**config.mk**
```make
export PLATFORM = sky130hd
export DESIGN_NAME = uart_rx_os16
export DESIGN_NICKNAME = d
export VERILOG_FILES = /design/src/rtl/uart_rx_os16.sv
export SDC_FILE = /design/constraint.sdc
export NUM_CORES = 1
export LEC_CHECK = 0
export BUFFER_PORTS_ARGS = -buffer_cell sky130_fd_sc_hd__buf_2
export CELL_PAD_IN_SITES_DETAIL_PLACEMENT = 1
export CELL_PAD_IN_SITES_GLOBAL_PLACEMENT = 2
export CORE_ASPECT_RATIO = 1.25
export CORE_MARGIN = 8
export CORE_UTILIZATION = 41
export CTS_BUF_LIST = sky130_fd_sc_hd__clkbuf_2 sky130_fd_sc_hd__clkbuf_4 sky130_fd_sc_hd__clkbuf_8
export DETAILED_ROUTE_END_ITERATION = 8
export PLACE_DENSITY = 0.9
export REMOVE_ABC_BUFFERS = 1
export SETUP_SLACK_MARGIN = 0.4
export SYNTH_ARGS = -nofsm -noshare
export SYNTH_HDL_FRONTEND = slang
export SYNTH_SLANG_ARGS = --single-unit
export TNS_END_PERCENT = 30
```
**constraint.sdc**
```tcl
create_clock -name clk -period 2.5 [get_ports clk]
set_input_delay 0 -clock clk [delete_from_list [all_inputs] [get_ports clk]]
set_output_delay 0 -clock clk [all_outputs]
set_load 0.01 [all_outputs]
```
**src/rtl/uart_rx_os16.sv**
```systemverilog
// 16x-oversampling 8N1 UART receiver driven by a toggling rx_tick level.
// Bytes appear on data_out with a one-cycle data_valid; bad stop bits pulse framing_err.
`timescale 1ns/1ps
module uart_rx_os16 #(
    parameter int unsigned DATA_BITS  = 8,
    parameter int unsigned OVERSAMPLE = 16
) (
    input  logic                 clk,
    input  logic                 rst,
    input  logic                 rx_tick,
    input  logic                 rx,
    output logic [DATA_BITS-1:0] data_out,
    output logic                 data_valid,
    output logic                 framing_err,
    output logic                 busy
);

    localparam int unsigned OS_W = $clog2(OVERSAMPLE);
    localparam int unsigned BC_W = $clog2(DATA_BITS + 1);
    localparam logic [OS_W-1:0] OS_HALF = OS_W'(OVERSAMPLE / 2 - 1);
    localparam logic [OS_W-1:0] OS_LAST = OS_W'(OVERSAMPLE - 1);
    localparam logic [BC_W-1:0] BC_LAST = BC_W'(DATA_BITS - 1);

    typedef enum logic [1:0] {IDLE, START, DATA, STOP} state_t;

    state_t               state, state_nx;
    logic                 rx_meta, rx_s;
    logic                 tick_d, tick_ok, strobe_raw, strobe;
    logic [OS_W-1:0]      os_cnt, os_nx;
    logic [BC_W-1:0]      bit_cnt, bc_nx;
    logic [DATA_BITS-1:0] shift, shift_nx;
    logic [DATA_BITS-1:0] dout_nx;
    logic                 armed, armed_nx;
    logic                 valid_nx, ferr_nx;

    // tick_d resets to 0, so the first transition seen may be spurious; tick_ok masks it.
    assign strobe_raw = rx_tick ^ tick_d;
    assign strobe     = strobe_raw & tick_ok;
    assign busy       = (state != IDLE);

    always_ff @(posedge clk) begin
        if (rst) begin
            rx_meta     <= 1'b1;
            rx_s        <= 1'b1;
            tick_d      <= 1'b0;
            tick_ok     <= 1'b0;
            state       <= IDLE;
            os_cnt      <= '0;
            bit_cnt     <= '0;
            shift       <= '0;
            armed       <= 1'b0;
            data_out    <= '0;
            data_valid  <= 1'b0;
            framing_err <= 1'b0;
        end else begin
            rx_meta     <= rx;
            rx_s        <= rx_meta;
            tick_d      <= rx_tick;
            tick_ok     <= tick_ok | strobe_raw;
            state       <= state_nx;
            os_cnt      <= os_nx;
            bit_cnt     <= bc_nx;
            shift       <= shift_nx;
            armed       <= armed_nx;
            data_out    <= dout_nx;
            data_valid  <= valid_nx;
            framing_err <= ferr_nx;
        end
    end

    always_comb begin
        state_nx = state;
        os_nx    = os_cnt;
        bc_nx    = bit_cnt;
        shift_nx = shift;
        armed_nx = armed;
        dout_nx  = data_out;
        valid_nx = 1'b0;
        ferr_nx  = 1'b0;
        if (strobe) begin
            case (state)
                IDLE: begin
                    if (rx_s) begin
                        armed_nx = 1'b1;
                    end else if (armed) begin
                        state_nx = START;
                        os_nx    = '0;
                        armed_nx = 1'b0;
                    end
                end
                START: begin
                    if (os_cnt == OS_HALF) begin
                        os_nx = '0;
                        if (!rx_s) begin
                            state_nx = DATA;
                            bc_nx    = '0;
                        end else begin
                            state_nx = IDLE;
                        end
                    end else begin
                        os_nx = os_cnt + OS_W'(1);
                    end
                end
                DATA: begin
                    if (os_cnt == OS_LAST) begin
                        os_nx    = '0;
                        shift_nx = {rx_s, shift[DATA_BITS-1:1]};
                        bc_nx    = bit_cnt + BC_W'(1);
                        if (bit_cnt == BC_LAST) state_nx = STOP;
                    end else begin
                        os_nx = os_cnt + OS_W'(1);
                    end
                end
                STOP: begin
                    if (os_cnt == OS_LAST) begin
                        os_nx    = '0;
                        state_nx = IDLE;
                        if (rx_s) begin
                            dout_nx  = shift;
                            valid_nx = 1'b1;
                        end else begin
                            ferr_nx = 1'b1;
                        end
                    end else begin
                        os_nx = os_cnt + OS_W'(1);
                    end
                end
                default: state_nx = IDLE;
            endcase
        end
    end

endmodule

```
Yosys cells after proc, flatten, opt, wreduce, memory -nomap -nowiden
Cells that the tools add are included.

word-level totals
  output and inout port bits = 11
  flip-flop bits (word level) = 33
  logic and storage cells = 63
  input bits = 4

operators by class
  equality and inequality tests = 13
  bitwise gates (word level) = 6
  reductions and logical operators = 11
  mux-type cells = 19
  add/sub/neg operators = 2

operator list
  kind                                                                    number
  4-bit 2-to-1 mux                                                        7
  2-bit 2-to-1 mux                                                        7
  2-bit != test (second input constant)                                   7
  4-bit case mux with 3 select lines                                      1
  4-bit by 1-bit adder with 4-bit output (second input constant)          2
  4-bit by 3-bit equality test with 1-bit output (second input constant)  2
  2-bit case mux with 4 select lines                                      1
  4-bit case mux with 2 select lines                                      1
  7-bit AND reduction                                                     1
  3-bit AND reduction                                                     2
  5-bit AND reduction                                                     1
  2-bit equality test (second input constant)                             2
  4-bit equality test (second input constant)                             1
  4-bit AND reduction                                                     1
  2-bit nonzero test                                                      2
  4-bit OR reduction                                                      1
  1-bit inverter                                                          3
  2-bit by 1-bit equality test with 1-bit output (second input constant)  1
  2-bit zero test                                                         1
  1-bit 2-to-1 mux                                                        2
  2-bit AND reduction                                                     1
  2-bit OR reduction                                                      1
  1-bit bitwise AND                                                       1
  1-bit bitwise OR                                                        1
  1-bit XOR                                                               1

Logic depth before layout (Yosys ltp)
Gate-level depths: netlist of run 1.

  depth after elaboration = 4
  mapped depth = 6
  gate-level depth less buffers = 5

Worst setup path after synthesis of run 1
No wires, ideal clock.

  path type = register -> register
  from = reg os_cnt[0]
  to = reg state[0]
  buffers on the path = 0
  period minus slack after synthesis = 1.515 ns
  required time = 2.430 ns
  setup slack = 0.985 ns
  library setup time = 0.070 ns
  cell stages (with the launch flop) = 6
  data arrival time = 1.444 ns
  path through = dfxtp_1 > ha_1 > and4bb_2 > a211oi_1 > or4_1 > a21oi_1

on the way
  longest elaborated chain between the ends = 3
  elaborated cells between the ends (all ways) = 6
  classes of those cells = eq/ne (5); reduce/logical (1)

ends and longest elaborated chain
  item                                                                                          RTL line      RTL
  start, declared                                                                               29            logic [OS_W-1:0] os_cnt, os_nx;
  start signal, assigned                                                                        61            os_cnt <= os_nx;
  4-bit equality test / 4-bit by 3-bit equality test with 1-bit output (equally long branches)  105, 115, 92
  2-bit != test (no source line)                                                                n/a
  7-bit AND reduction (no source line) *                                                        n/a
  end signal, assigned                                                                          60            state <= state_nx;
  end, declared                                                                                 26            state_t state, state_nx;

Mark *: on every way between the ends. The rest lies on a longest branch, timed or not.
A chain may end at the register's enable or synchronous reset.

Final worst setup path of run 1
  from = in rx_tick
  to = reg data_out[3]

on the way
  longest elaborated chain between the ends = 3

ends and longest elaborated chain
  item                                  RTL line  RTL
  start, declared                       10        input logic rx_tick,
  1-bit XOR                             37        assign strobe_raw = rx_tick ^ tick_d;
  1-bit bitwise AND                     38        assign strobe = strobe_raw & tick_ok;
  4-bit AND reduction (no source line)  n/a
  end signal, assigned                  65        data_out <= dout_nx;
  end, declared                         12        output logic [DATA_BITS-1:0] data_out,

No other way between the ends.

==> impl_metrics.xml, run 1 <==
<?xml version="1.0" encoding="UTF-8"?>
<metrics>
  <group name="outcome">
    <metric name="run_status" unit="">completed</metric>
  </group>
  <group name="routing">
    <metric name="vias" unit="">1114</metric>
    <metric name="drtIter0Drc" unit="">29</metric>
    <metric name="drc" unit="">0</metric>
    <metric name="drt_pass1_iterations" unit="">4</metric>
    <metric name="wirelength" unit="um">3140</metric>
    <metric name="route.antenna.remaining_nets" unit="">0</metric>
    <metric name="wirelength_per_cell" unit="um">15.3</metric>
    <metric name="avg_vias_per_cell" unit="">5.41</metric>
  </group>
  <group name="logic_synthesis">
    <metric name="asyncSetResetFlopFracSynth" unit="%">0</metric>
    <metric name="yosysWarnings" unit="">0</metric>
    <metric name="edff_count_synth" unit="">0</metric>
    <metric name="register_bit_total_from_synthesis" unit="">33</metric>
    <metric name="syn_area_per_cell" unit="um2">9.93</metric>
    <metric name="synthesis.area" unit="um2">1500</metric>
    <metric name="synth_cell_types" unit="">44</metric>
    <metric name="synth_seq_area_share" unit="%">44.1</metric>
    <metric name="synth_top_flop_cell" unit="">sky130_fd_sc_hd__dfxtp_1</metric>
    <metric name="synthCells" unit="">151</metric>
  </group>
  <group name="critical_path">
    <metric name="family_of_cells_with_the_greatest_summed_delay_on_the_critical_path" unit="">simple AND/OR/NAND/NOR gates</metric>
    <metric name="critical-path-max-stage-delay" unit="ns">0.55</metric>
    <metric name="critical_path_class" unit="">in2reg</metric>
    <metric name="timing.rr.end" unit="">data_out[3]</metric>
    <metric name="r2r_start" unit="">tick_d</metric>
    <metric name="worstPathRequired" unit="ns">2.71</metric>
    <metric name="critPathMaxFanout" unit="">9</metric>
    <metric name="crit_chain" unit="">dlygate4sd3_1 &gt; buf_2 &gt; xor2_2 &gt; and2_1 &gt; and4_1 &gt; mux2i_1</metric>
    <metric name="timing.reg2reg.worst_path_depth" unit="">4</metric>
    <metric name="critical_path_arrival" unit="ns">2.12</metric>
    <metric name="cp.buffers_inverters" unit="">2</metric>
    <metric name="timing.critical_path.to_type" unit="">flip-flop</metric>
    <metric name="crit_slowest_cell" unit="">sky130_fd_sc_hd__and4_1</metric>
    <metric name="critical_path.startpoint_type" unit="">primary input</metric>
    <metric name="reg2reg_slack" unit="ns">0.60</metric>
  </group>
  <group name="clock_tree">
    <metric name="clk_pin_slew" unit="ns">0.07</metric>
    <metric name="post_cts.resized_instances" unit="">0</metric>
    <metric name="cts_setup_buffers" unit="">0</metric>
    <metric name="cts-root-to-sink-buffers" unit="">2</metric>
    <metric name="cts.sink_count" unit="">33</metric>
    <metric name="clk_root_buffer_cell" unit="">sky130_fd_sc_hd__clkbuf_8</metric>
    <metric name="clkLatencyLatePin" unit="ns">0.29</metric>
    <metric name="number_of_buffers_created_by_cts" unit="">5</metric>
    <metric name="htreeDepth" unit="">2</metric>
    <metric name="tritoncts" unit="">yes</metric>
  </group>
  <group name="layout">
    <metric name="antenna_cells" unit="">0</metric>
    <metric name="drive_above_1_share" unit="%">21.6</metric>
    <metric name="final_core_utilization" unit="%">47.8</metric>
    <metric name="design.final.nets" unit="">172</metric>
    <metric name="stdcell_count" unit="">206</metric>
    <metric name="area.growth.synth_to_final" unit="%">11.2</metric>
  </group>
  <group name="global_route">
    <metric name="globalRouteTotalUtil" unit="%">11.5</metric>
    <metric name="grt_antenna_before_repair" unit="">0</metric>
    <metric name="grt_remaining_overflow" unit="">0</metric>
    <metric name="maximum_number_of_pins_on_one_net_before_global_route_repair" unit="">41</metric>
    <metric name="grt_pass1_wl" unit="um">5550</metric>
    <metric name="vias_in_the_first_global_route" unit="">1196</metric>
  </group>
  <group name="sta">
    <metric name="min_period_over_period" unit="%">76.5</metric>
    <metric name="setup_ws" unit="ns">0.586</metric>
    <metric name="fmax" unit="MHz">523</metric>
    <metric name="worst_slew_pin_slew" unit="ns">0.584</metric>
    <metric name="hold_viol" unit="">0</metric>
    <metric name="setup_viol" unit="">0</metric>
    <metric name="rsz0062_at_grt" unit="">no</metric>
    <metric name="post-route-min-period" unit="ns">1.91</metric>
    <metric name="worst_clock_skew" unit="ns">0.00744</metric>
    <metric name="slew_viol_final" unit="">0</metric>
    <metric name="setup_tns" unit="ns">0</metric>
    <metric name="relSlewSlack" unit="%">61.1</metric>
  </group>
  <group name="floorplanning">
    <metric name="io_pins" unit="">15</metric>
    <metric name="die_height" unit="um">83.6</metric>
    <metric name="initial_utilization" unit="%">43.0</metric>
    <metric name="core.rowCount" unit="">24</metric>
    <metric name="placeableCoreArea" unit="um2">3480</metric>
    <metric name="floorplan.die.width" unit="um">70.1</metric>
    <metric name="die-area" unit="um2">5860</metric>
  </group>
  <group name="pwr">
    <metric name="cellLeakagePower" unit="nW">0.677</metric>
    <metric name="ir_drop" unit="V">0.000416</metric>
    <metric name="power.density_cell_area" unit="nW/um2">583</metric>
  </group>
  <group name="place">
    <metric name="placed_cells_incl_taps" unit="">196</metric>
    <metric name="dpl_worst_slack" unit="ns">0.583</metric>
    <metric name="place_congestion" unit="">0.776</metric>
    <metric name="hpwlAfterDp" unit="um">2230</metric>
    <metric name="portBuffers" unit="">14</metric>
  </group>
  <group name="worst_hold_path">
    <metric name="hold_path_end" unit="">shift[0]</metric>
    <metric name="min_delay_path_depth" unit="">2</metric>
    <metric name="worstHoldStart" unit="">rst</metric>
    <metric name="worst_hold_path_type" unit="">in2reg</metric>
  </group>
  <group name="flow_run">
    <metric name="maxcap_violations" unit="">0</metric>
  </group>
</metrics>
[worst register-to-register path, stage by stage, from the launching register on]
cell,delay [ns]
sky130_fd_sc_hd__dfxtp_1,0.36
sky130_fd_sc_hd__xor2_2,0.30
sky130_fd_sc_hd__and2_1,0.36
sky130_fd_sc_hd__and4_1,0.55
sky130_fd_sc_hd__mux2i_1,0.26
[per-stage QoR]
stage               hold slack (ns)  power, mW  area (um2)
finish                        0.194      0.972        1670
global route                  0.237       1.01        1670
CTS                           0.193      0.983        1670
detailed placement            0.190      0.582        1560
global placement              0.191      0.580        1560
floorplan                    0.0691      0.567        1430
[registers in the layout, indices dropped and copies added (netlist names), named ones only]
signal,flops
os_cnt,4
tick_d,1
bit_cnt,4
tick_ok,1
rx_meta,1
data_out,8
data_valid,1
shift,8
rx_s,1
state,1
framing_err,1
armed,1
[synthesized netlist by cell type, types with 2 or more instances]
cell type | instances | share of area [%]
sky130_fd_sc_hd__and4_1 | 2 | 1.2
sky130_fd_sc_hd__nor3_1 | 3 | 1.0
sky130_fd_sc_hd__clkbuf_1 | 3 | 0.75
sky130_fd_sc_hd__dfxtp_1 | 33 | 44
sky130_fd_sc_hd__a31o_2 | 2 | 1.2
sky130_fd_sc_hd__o21ai_0 | 3 | 1.0
sky130_fd_sc_hd__a211oi_1 | 2 | 1.0
sky130_fd_sc_hd__nor2b_1 | 2 | 0.83
sky130_fd_sc_hd__nand2b_1 | 16 | 6.7
sky130_fd_sc_hd__inv_1 | 3 | 0.75
sky130_fd_sc_hd__nand2_1 | 3 | 0.75
sky130_fd_sc_hd__nor2_1 | 15 | 3.8
sky130_fd_sc_hd__ha_1 | 2 | 1.7
sky130_fd_sc_hd__or2_2 | 2 | 0.83
sky130_fd_sc_hd__a21oi_1 | 6 | 2.0
sky130_fd_sc_hd__mux2i_1 | 17 | 11
sky130_fd_sc_hd__nand3_1 | 6 | 2.0
sky130_fd_sc_hd__and4bb_2 | 2 | 1.7
sky130_fd_sc_hd__or3_1 | 2 | 0.83
sky130_fd_sc_hd__buf_6 | 3 | 2.3
[cell type report]
type	count	area, um2
fill	386	1820
multi-input combinational	105	758
clock inverter	2	10.0
timing repair buffer	17	97.6
sequential	33	661
clock buffer	6	76.3
tap	39	48.8
inverter	4	15.0
[cells by family after synthesis]
logic type                 Yosys count  share of synthesized area [%]
AOI/OAI and AO/OA                   20                           9.85
xor gates and xnor gates             1                           1.09
adders and majority gates            2                           1.67
buffers and inverters               13                           5.34
DFF                                 33                           44.1
muxes                               17                           11.4
and+or+nand+nor                     65                           26.6
[worst max path at each step]
stage	from	to	cells after the start	slack (ns)
floorplan	os_cnt[0]	bit_cnt[0]	5	0.80
global placement	tick_d	data_out[0]	4	0.72
detailed placement	tick_d	data_out[3]	4	0.58
CTS	tick_d	data_out[3]	4	0.58
global route	tick_d	data_out[3]	4	0.44
finish	rx_tick	data_out[3]	6	0.59
[metal layers]
layer / GRT usage, % / vias up / share of wire (%)
met5: 0 / - / 0
met4: 4.40 / 0 / 1.3
met3: 4.76 / 4 / 4.4
met2: 18.7 / 18 / 48
met1: 13.1 / 533 / 46
li1: - / 559 / -
[layout by cell type (no fill, tap or decap), drive strengths merged, types with 3 or more instances in the layout]
cell type,netlist,final
nand2,3,3
buf,5,15
inv,4,4
dfxtp,33,33
a21oi,6,6
o21ai,3,3
nor3,3,3
and4,3,3
nand2b,16,16
nor2,16,16
or2,3,3
mux2i,17,17
clkbuf,4,6
nand3,6,6
[report_power, final]
part           total, mW  leakage [nW]  internal (mW)  switching, mW
sequential         0.537         0.267          0.531        0.00582
combinational     0.0353         0.362         0.0152         0.0202
clock              0.400        0.0484          0.204          0.196
total              0.972         0.677          0.750          0.222
[timing repair]
| action | CTS | global route |
|---|---|---|
| hold buffers | 2 | 0 |
| endpoints found under the hold margin | 2 | 0 |
| endpoints found under the setup margin | 0 | 0 |
(Power assumes the default switching activity.)
==> run 2: changes to the inputs <==
--- a/config.mk
+++ b/config.mk
@@ -5,15 +5,16 @@
 export SDC_FILE = /design/constraint.sdc
 export NUM_CORES = 1
 export LEC_CHECK = 0
+export ABC_AREA = 1
 export BUFFER_PORTS_ARGS = -buffer_cell sky130_fd_sc_hd__buf_2
 export CELL_PAD_IN_SITES_DETAIL_PLACEMENT = 1
 export CELL_PAD_IN_SITES_GLOBAL_PLACEMENT = 2
 export CORE_ASPECT_RATIO = 1.25
 export CORE_MARGIN = 8
-export CORE_UTILIZATION = 41
+export CORE_UTILIZATION = 34
 export CTS_BUF_LIST = sky130_fd_sc_hd__clkbuf_2 sky130_fd_sc_hd__clkbuf_4 sky130_fd_sc_hd__clkbuf_8
 export DETAILED_ROUTE_END_ITERATION = 8
-export PLACE_DENSITY = 0.9
+export PLACE_DENSITY = 0.84
 export REMOVE_ABC_BUFFERS = 1
 export SETUP_SLACK_MARGIN = 0.4
 export SYNTH_ARGS = -nofsm -noshare
==> constraint.sdc (replaced) <==
create_clock -name clk -period 1.8 [get_ports clk]
set_input_delay 0 -clock clk [delete_from_list [all_inputs] [get_ports clk]]
set_output_delay 0 -clock clk [all_outputs]
set_load 0.01 [all_outputs]
==> run 2 against run 1 <==
Compared with the run above: largest power group unchanged; synthesized area fell by 5.6%; largest cell class unchanged; via count rose by 19%; count of clock-buffer cells in the layout rose by 1; synthesized cell count rose by 25%; clock skew rose by 0.00050 ns; combinational power rose by 110%; wire length rose by 18%; total power rose by 47%; sequential cell count did not move; register-to-register slack got worse by 0.23 ns; critical path type is now reg2reg; sequential share of layout area fell by 2.8 points.
==> impl_metrics.xml, run 2 <==
<?xml version="1.0" encoding="UTF-8"?>
<metrics>
  <group name="outcome">
    <metric name="run_status" unit="">completed</metric>
  </group>
  <group name="clock_tree">
    <metric name="number_of_buffers_created_by_cts" unit="">5</metric>
    <metric name="cts.sink_count" unit="">33</metric>
    <metric name="tritoncts" unit="">yes</metric>
    <metric name="clk_pin_slew" unit="ns">0.07</metric>
    <metric name="htreeDepth" unit="">2</metric>
    <metric name="clk_root_buffer_cell" unit="">sky130_fd_sc_hd__clkbuf_8</metric>
    <metric name="cts-root-to-sink-buffers" unit="">2</metric>
    <metric name="clkLatencyLatePin" unit="ns">0.28</metric>
  </group>
  <group name="routing">
    <metric name="vias" unit="">1327</metric>
    <metric name="drtIter0Drc" unit="">74</metric>
    <metric name="route.antenna.remaining_nets" unit="">0</metric>
    <metric name="avg_vias_per_cell" unit="">4.79</metric>
    <metric name="wirelength_per_cell" unit="um">13.4</metric>
    <metric name="drc" unit="">0</metric>
    <metric name="wirelength" unit="um">3730</metric>
    <metric name="drt_pass1_iterations" unit="">4</metric>
  </group>
  <group name="critical_path">
    <metric name="worstPathRequired" unit="ns">2.01</metric>
    <metric name="timing.rr.end" unit="">shift[4]</metric>
    <metric name="critPathLaunch" unit="">os_cnt[1]</metric>
    <metric name="timing.critical_path.to_type" unit="">flip-flop</metric>
    <metric name="critical_path.startpoint_type" unit="">flip-flop</metric>
    <metric name="crit_end" unit="">shift[4]</metric>
    <metric name="critPathMaxFanout" unit="">7</metric>
    <metric name="r2r_start" unit="">os_cnt[1]</metric>
    <metric name="timing.reg2reg.worst_path_depth" unit="">9</metric>
    <metric name="critical_path_class" unit="">reg2reg</metric>
    <metric name="reg2reg_slack" unit="ns">0.37</metric>
    <metric name="critical_path_arrival" unit="ns">1.65</metric>
  </group>
  <group name="floorplanning">
    <metric name="placeableCoreArea" unit="um2">4030</metric>
    <metric name="core.rowCount" unit="">26</metric>
    <metric name="initial_utilization" unit="%">35.1</metric>
    <metric name="io_pins" unit="">15</metric>
    <metric name="die-area" unit="um2">6500</metric>
    <metric name="floorplan.die.width" unit="um">73.7</metric>
    <metric name="die_height" unit="um">88.1</metric>
  </group>
  <group name="sta">
    <metric name="fmax" unit="MHz">698</metric>
    <metric name="rsz0062_at_grt" unit="">yes</metric>
    <metric name="post-route-min-period" unit="ns">1.43</metric>
    <metric name="relSlewSlack" unit="%">72.6</metric>
    <metric name="setup_tns" unit="ns">0</metric>
    <metric name="hold_viol" unit="">0</metric>
    <metric name="setup_viol" unit="">0</metric>
    <metric name="min_period_over_period" unit="%">79.6</metric>
    <metric name="worst_clock_skew" unit="ns">0.00795</metric>
    <metric name="holdWs" unit="ns">0.120</metric>
    <metric name="setup_ws" unit="ns">0.367</metric>
    <metric name="slew_viol_final" unit="">0</metric>
    <metric name="worst_slew_pin_slew" unit="ns">0.411</metric>
  </group>
  <group name="layout">
    <metric name="mostFrequentLayoutCells" unit="">30 x sky130_fd_sc_hd__nand2_1, 28 x sky130_fd_sc_hd__nor2_1, 28 x sky130_fd_sc_hd__dfxtp_1</metric>
    <metric name="layout_commonest_cell" unit="">sky130_fd_sc_hd__nand2_1</metric>
    <metric name="drive_above_1_share" unit="%">29.0</metric>
    <metric name="antenna_cells" unit="">0</metric>
    <metric name="design.final.nets" unit="">226</metric>
    <metric name="stdcell_count" unit="">277</metric>
    <metric name="largest_registers" unit="">data_out x8, shift x8</metric>
    <metric name="area.growth.synth_to_final" unit="%">29.0</metric>
  </group>
  <group name="place">
    <metric name="dpl_worst_slack" unit="ns">0.112</metric>
    <metric name="placed_cells_incl_taps" unit="">255</metric>
    <metric name="place_congestion" unit="">0.780</metric>
    <metric name="portBuffers" unit="">14</metric>
    <metric name="hpwlAfterDp" unit="um">2430</metric>
  </group>
  <group name="logic_synthesis">
    <metric name="synth_top_flop_cell" unit="">sky130_fd_sc_hd__dfxtp_1</metric>
    <metric name="synth_cell_types" unit="">20</metric>
    <metric name="asyncSetResetFlopFracSynth" unit="%">0</metric>
    <metric name="yosysMostFrequentCell" unit="">sky130_fd_sc_hd__dfxtp_1</metric>
    <metric name="synth_seq_area_share" unit="%">46.7</metric>
    <metric name="synthCells" unit="">189</metric>
    <metric name="register_bit_total_from_synthesis" unit="">33</metric>
    <metric name="syn_area_per_cell" unit="um2">7.49</metric>
    <metric name="netlist_top_cells_count" unit="">33 x sky130_fd_sc_hd__dfxtp_1, 32 x sky130_fd_sc_hd__nand2_1, 28 x sky130_fd_sc_hd__nor2_1</metric>
    <metric name="synthesis.area" unit="um2">1420</metric>
    <metric name="yosys.area.top_type_share" unit="%">46.7</metric>
    <metric name="edff_count_synth" unit="">0</metric>
    <metric name="synth.top_cells.by_area" unit="">sky130_fd_sc_hd__dfxtp_1 47%, sky130_fd_sc_hd__nand2_1 8.5%, sky130_fd_sc_hd__a21oi_1 7.4%</metric>
    <metric name="yosysWarnings" unit="">0</metric>
    <metric name="synthDominantAreaCellType" unit="">sky130_fd_sc_hd__dfxtp_1</metric>
  </group>
  <group name="pwr">
    <metric name="intPower" unit="mW">1.11</metric>
    <metric name="power.switching" unit="mW">0.317</metric>
    <metric name="swShare" unit="%">22.2</metric>
    <metric name="pwr-share-comb" unit="%">5.3</metric>
    <metric name="total_power" unit="mW">1.43</metric>
    <metric name="clock_power_share" unit="%">42.9</metric>
    <metric name="sequentialPowerShare" unit="%">51.8</metric>
    <metric name="ir_drop" unit="V">0.000347</metric>
    <metric name="cellLeakagePower" unit="nW">0.735</metric>
    <metric name="power.density_cell_area" unit="nW/um2">782</metric>
  </group>
  <group name="global_route">
    <metric name="grt_antenna_before_repair" unit="">0</metric>
    <metric name="globalRouteTotalUtil" unit="%">11.9</metric>
    <metric name="grt_remaining_overflow" unit="">0</metric>
    <metric name="grt_pass1_wl" unit="um">5960</metric>
    <metric name="vias_in_the_first_global_route" unit="">1355</metric>
    <metric name="maximum_number_of_pins_on_one_net_before_global_route_repair" unit="">21</metric>
  </group>
  <group name="worst_hold_path">
    <metric name="worstHoldStart" unit="">rst</metric>
    <metric name="worst_hold_path_type" unit="">in2reg</metric>
  </group>
  <group name="flow_run">
    <metric name="maxcap_violations" unit="">0</metric>
  </group>
</metrics>
[run 2: changes by cell type after synthesis, sizes merged, moves of 10 or more]
cell	before	now
inv	4	18
a21oi	6	21
nor2	16	33
nand2b	16	0
mux2i	17	0
nand2	3	35
o21ai	3	13
nand3	6	20
[run 2: how the worst min path moves through the flow]
stage | to | slack [ns] | depth (start not counted)
detailed placement | rx_meta | 0.19 | 2
CTS | tick_d | 0.12 | 2
finish | tick_d | 0.12 | 2
global placement | rx_meta | 0.19 | 2
global route | shift[7] | 0.13 | 2
floorplan | flip-flop | 0.07 | 1
[run 2: logic make-up after synthesis]
group                      count (synthesis)  share of synthesized area [%]
buffers and inverters                     23                           6.90
and+or+nand+nor                           96                           32.0
AOI/OAI and AO/OA                         34                           12.0
adders and majority gates                  2                           1.77
xor gates and xnor gates                   1                          0.619
DFF                                       33                           46.7
[run 2: final cells by class]
type | instances | area, um2
Fill cell | 533 | 2210
Multi-Input combinational cell | 133 | 723
Sequential cell | 33 | 672
Timing Repair Buffer | 29 | 191
Clock buffer | 7 | 96.3
Tap cell | 56 | 70.1
Inverter | 18 | 67.6
Clock inverter | 1 | 5.00
[run 2: per-stage QoR]
stage,area [um2],util (%)
2_1_floorplan,1390,-
3_3_place_gp,1530,38.0
3_5_place_dp,1530,38.0
4_1_cts,1740,43.1
5_1_grt,1830,45.3
6_report,1830,45.3
[run 2: what timing repair did]
| item | 4_1_cts | 5_1_grt |
|---|---|---|
| hold buffers | 2 | 0 |
| endpoints found under the hold margin | 2 | 0 |
| pin swaps | 2 | 8 |
| buffers inserted | 7 | 5 |
| resized for setup | 9 | 17 |
| setup endpoints to repair | 23 | 26 |
[run 2: per-layer routing]
layer / GRT usage [%] / vias to the layer above / routed length (um)
li1: - / 670 / -
met1: 11.9 / 633 / 1530
met2: 21.1 / 18 / 1980
met3: 4.24 / 6 / 160
met4: 6.01 / 0 / 55
met5: 0 / - / 0
[run 2: critical path: stages (launching register included)]
cell                      delay (ns)
sky130_fd_sc_hd__dfxtp_2        0.36
sky130_fd_sc_hd__ha_4           0.17
sky130_fd_sc_hd__nand3_4        0.09
sky130_fd_sc_hd__nand2_2        0.10
sky130_fd_sc_hd__nand2_2        0.07
sky130_fd_sc_hd__nor2_4         0.09
sky130_fd_sc_hd__buf_6          0.15
sky130_fd_sc_hd__buf_4          0.12
sky130_fd_sc_hd__nand3_1        0.06
sky130_fd_sc_hd__a21oi_1        0.14
[run 2: power by group through the flow]
| stage | sequential (mW) | combinational [mW] | clock [mW] |
|---|---|---|---|
| 3_3_place_gp | 0.758 | 0.0519 | 0 |
| 5_1_grt | 0.739 | 0.0829 | 0.663 |
| 2_1_floorplan | 0.757 | 0.0344 | 0 |
| 3_5_place_dp | 0.758 | 0.0543 | 0 |
| 4_1_cts | 0.741 | 0.0664 | 0.625 |
| 6_report | 0.739 | 0.0758 | 0.612 |
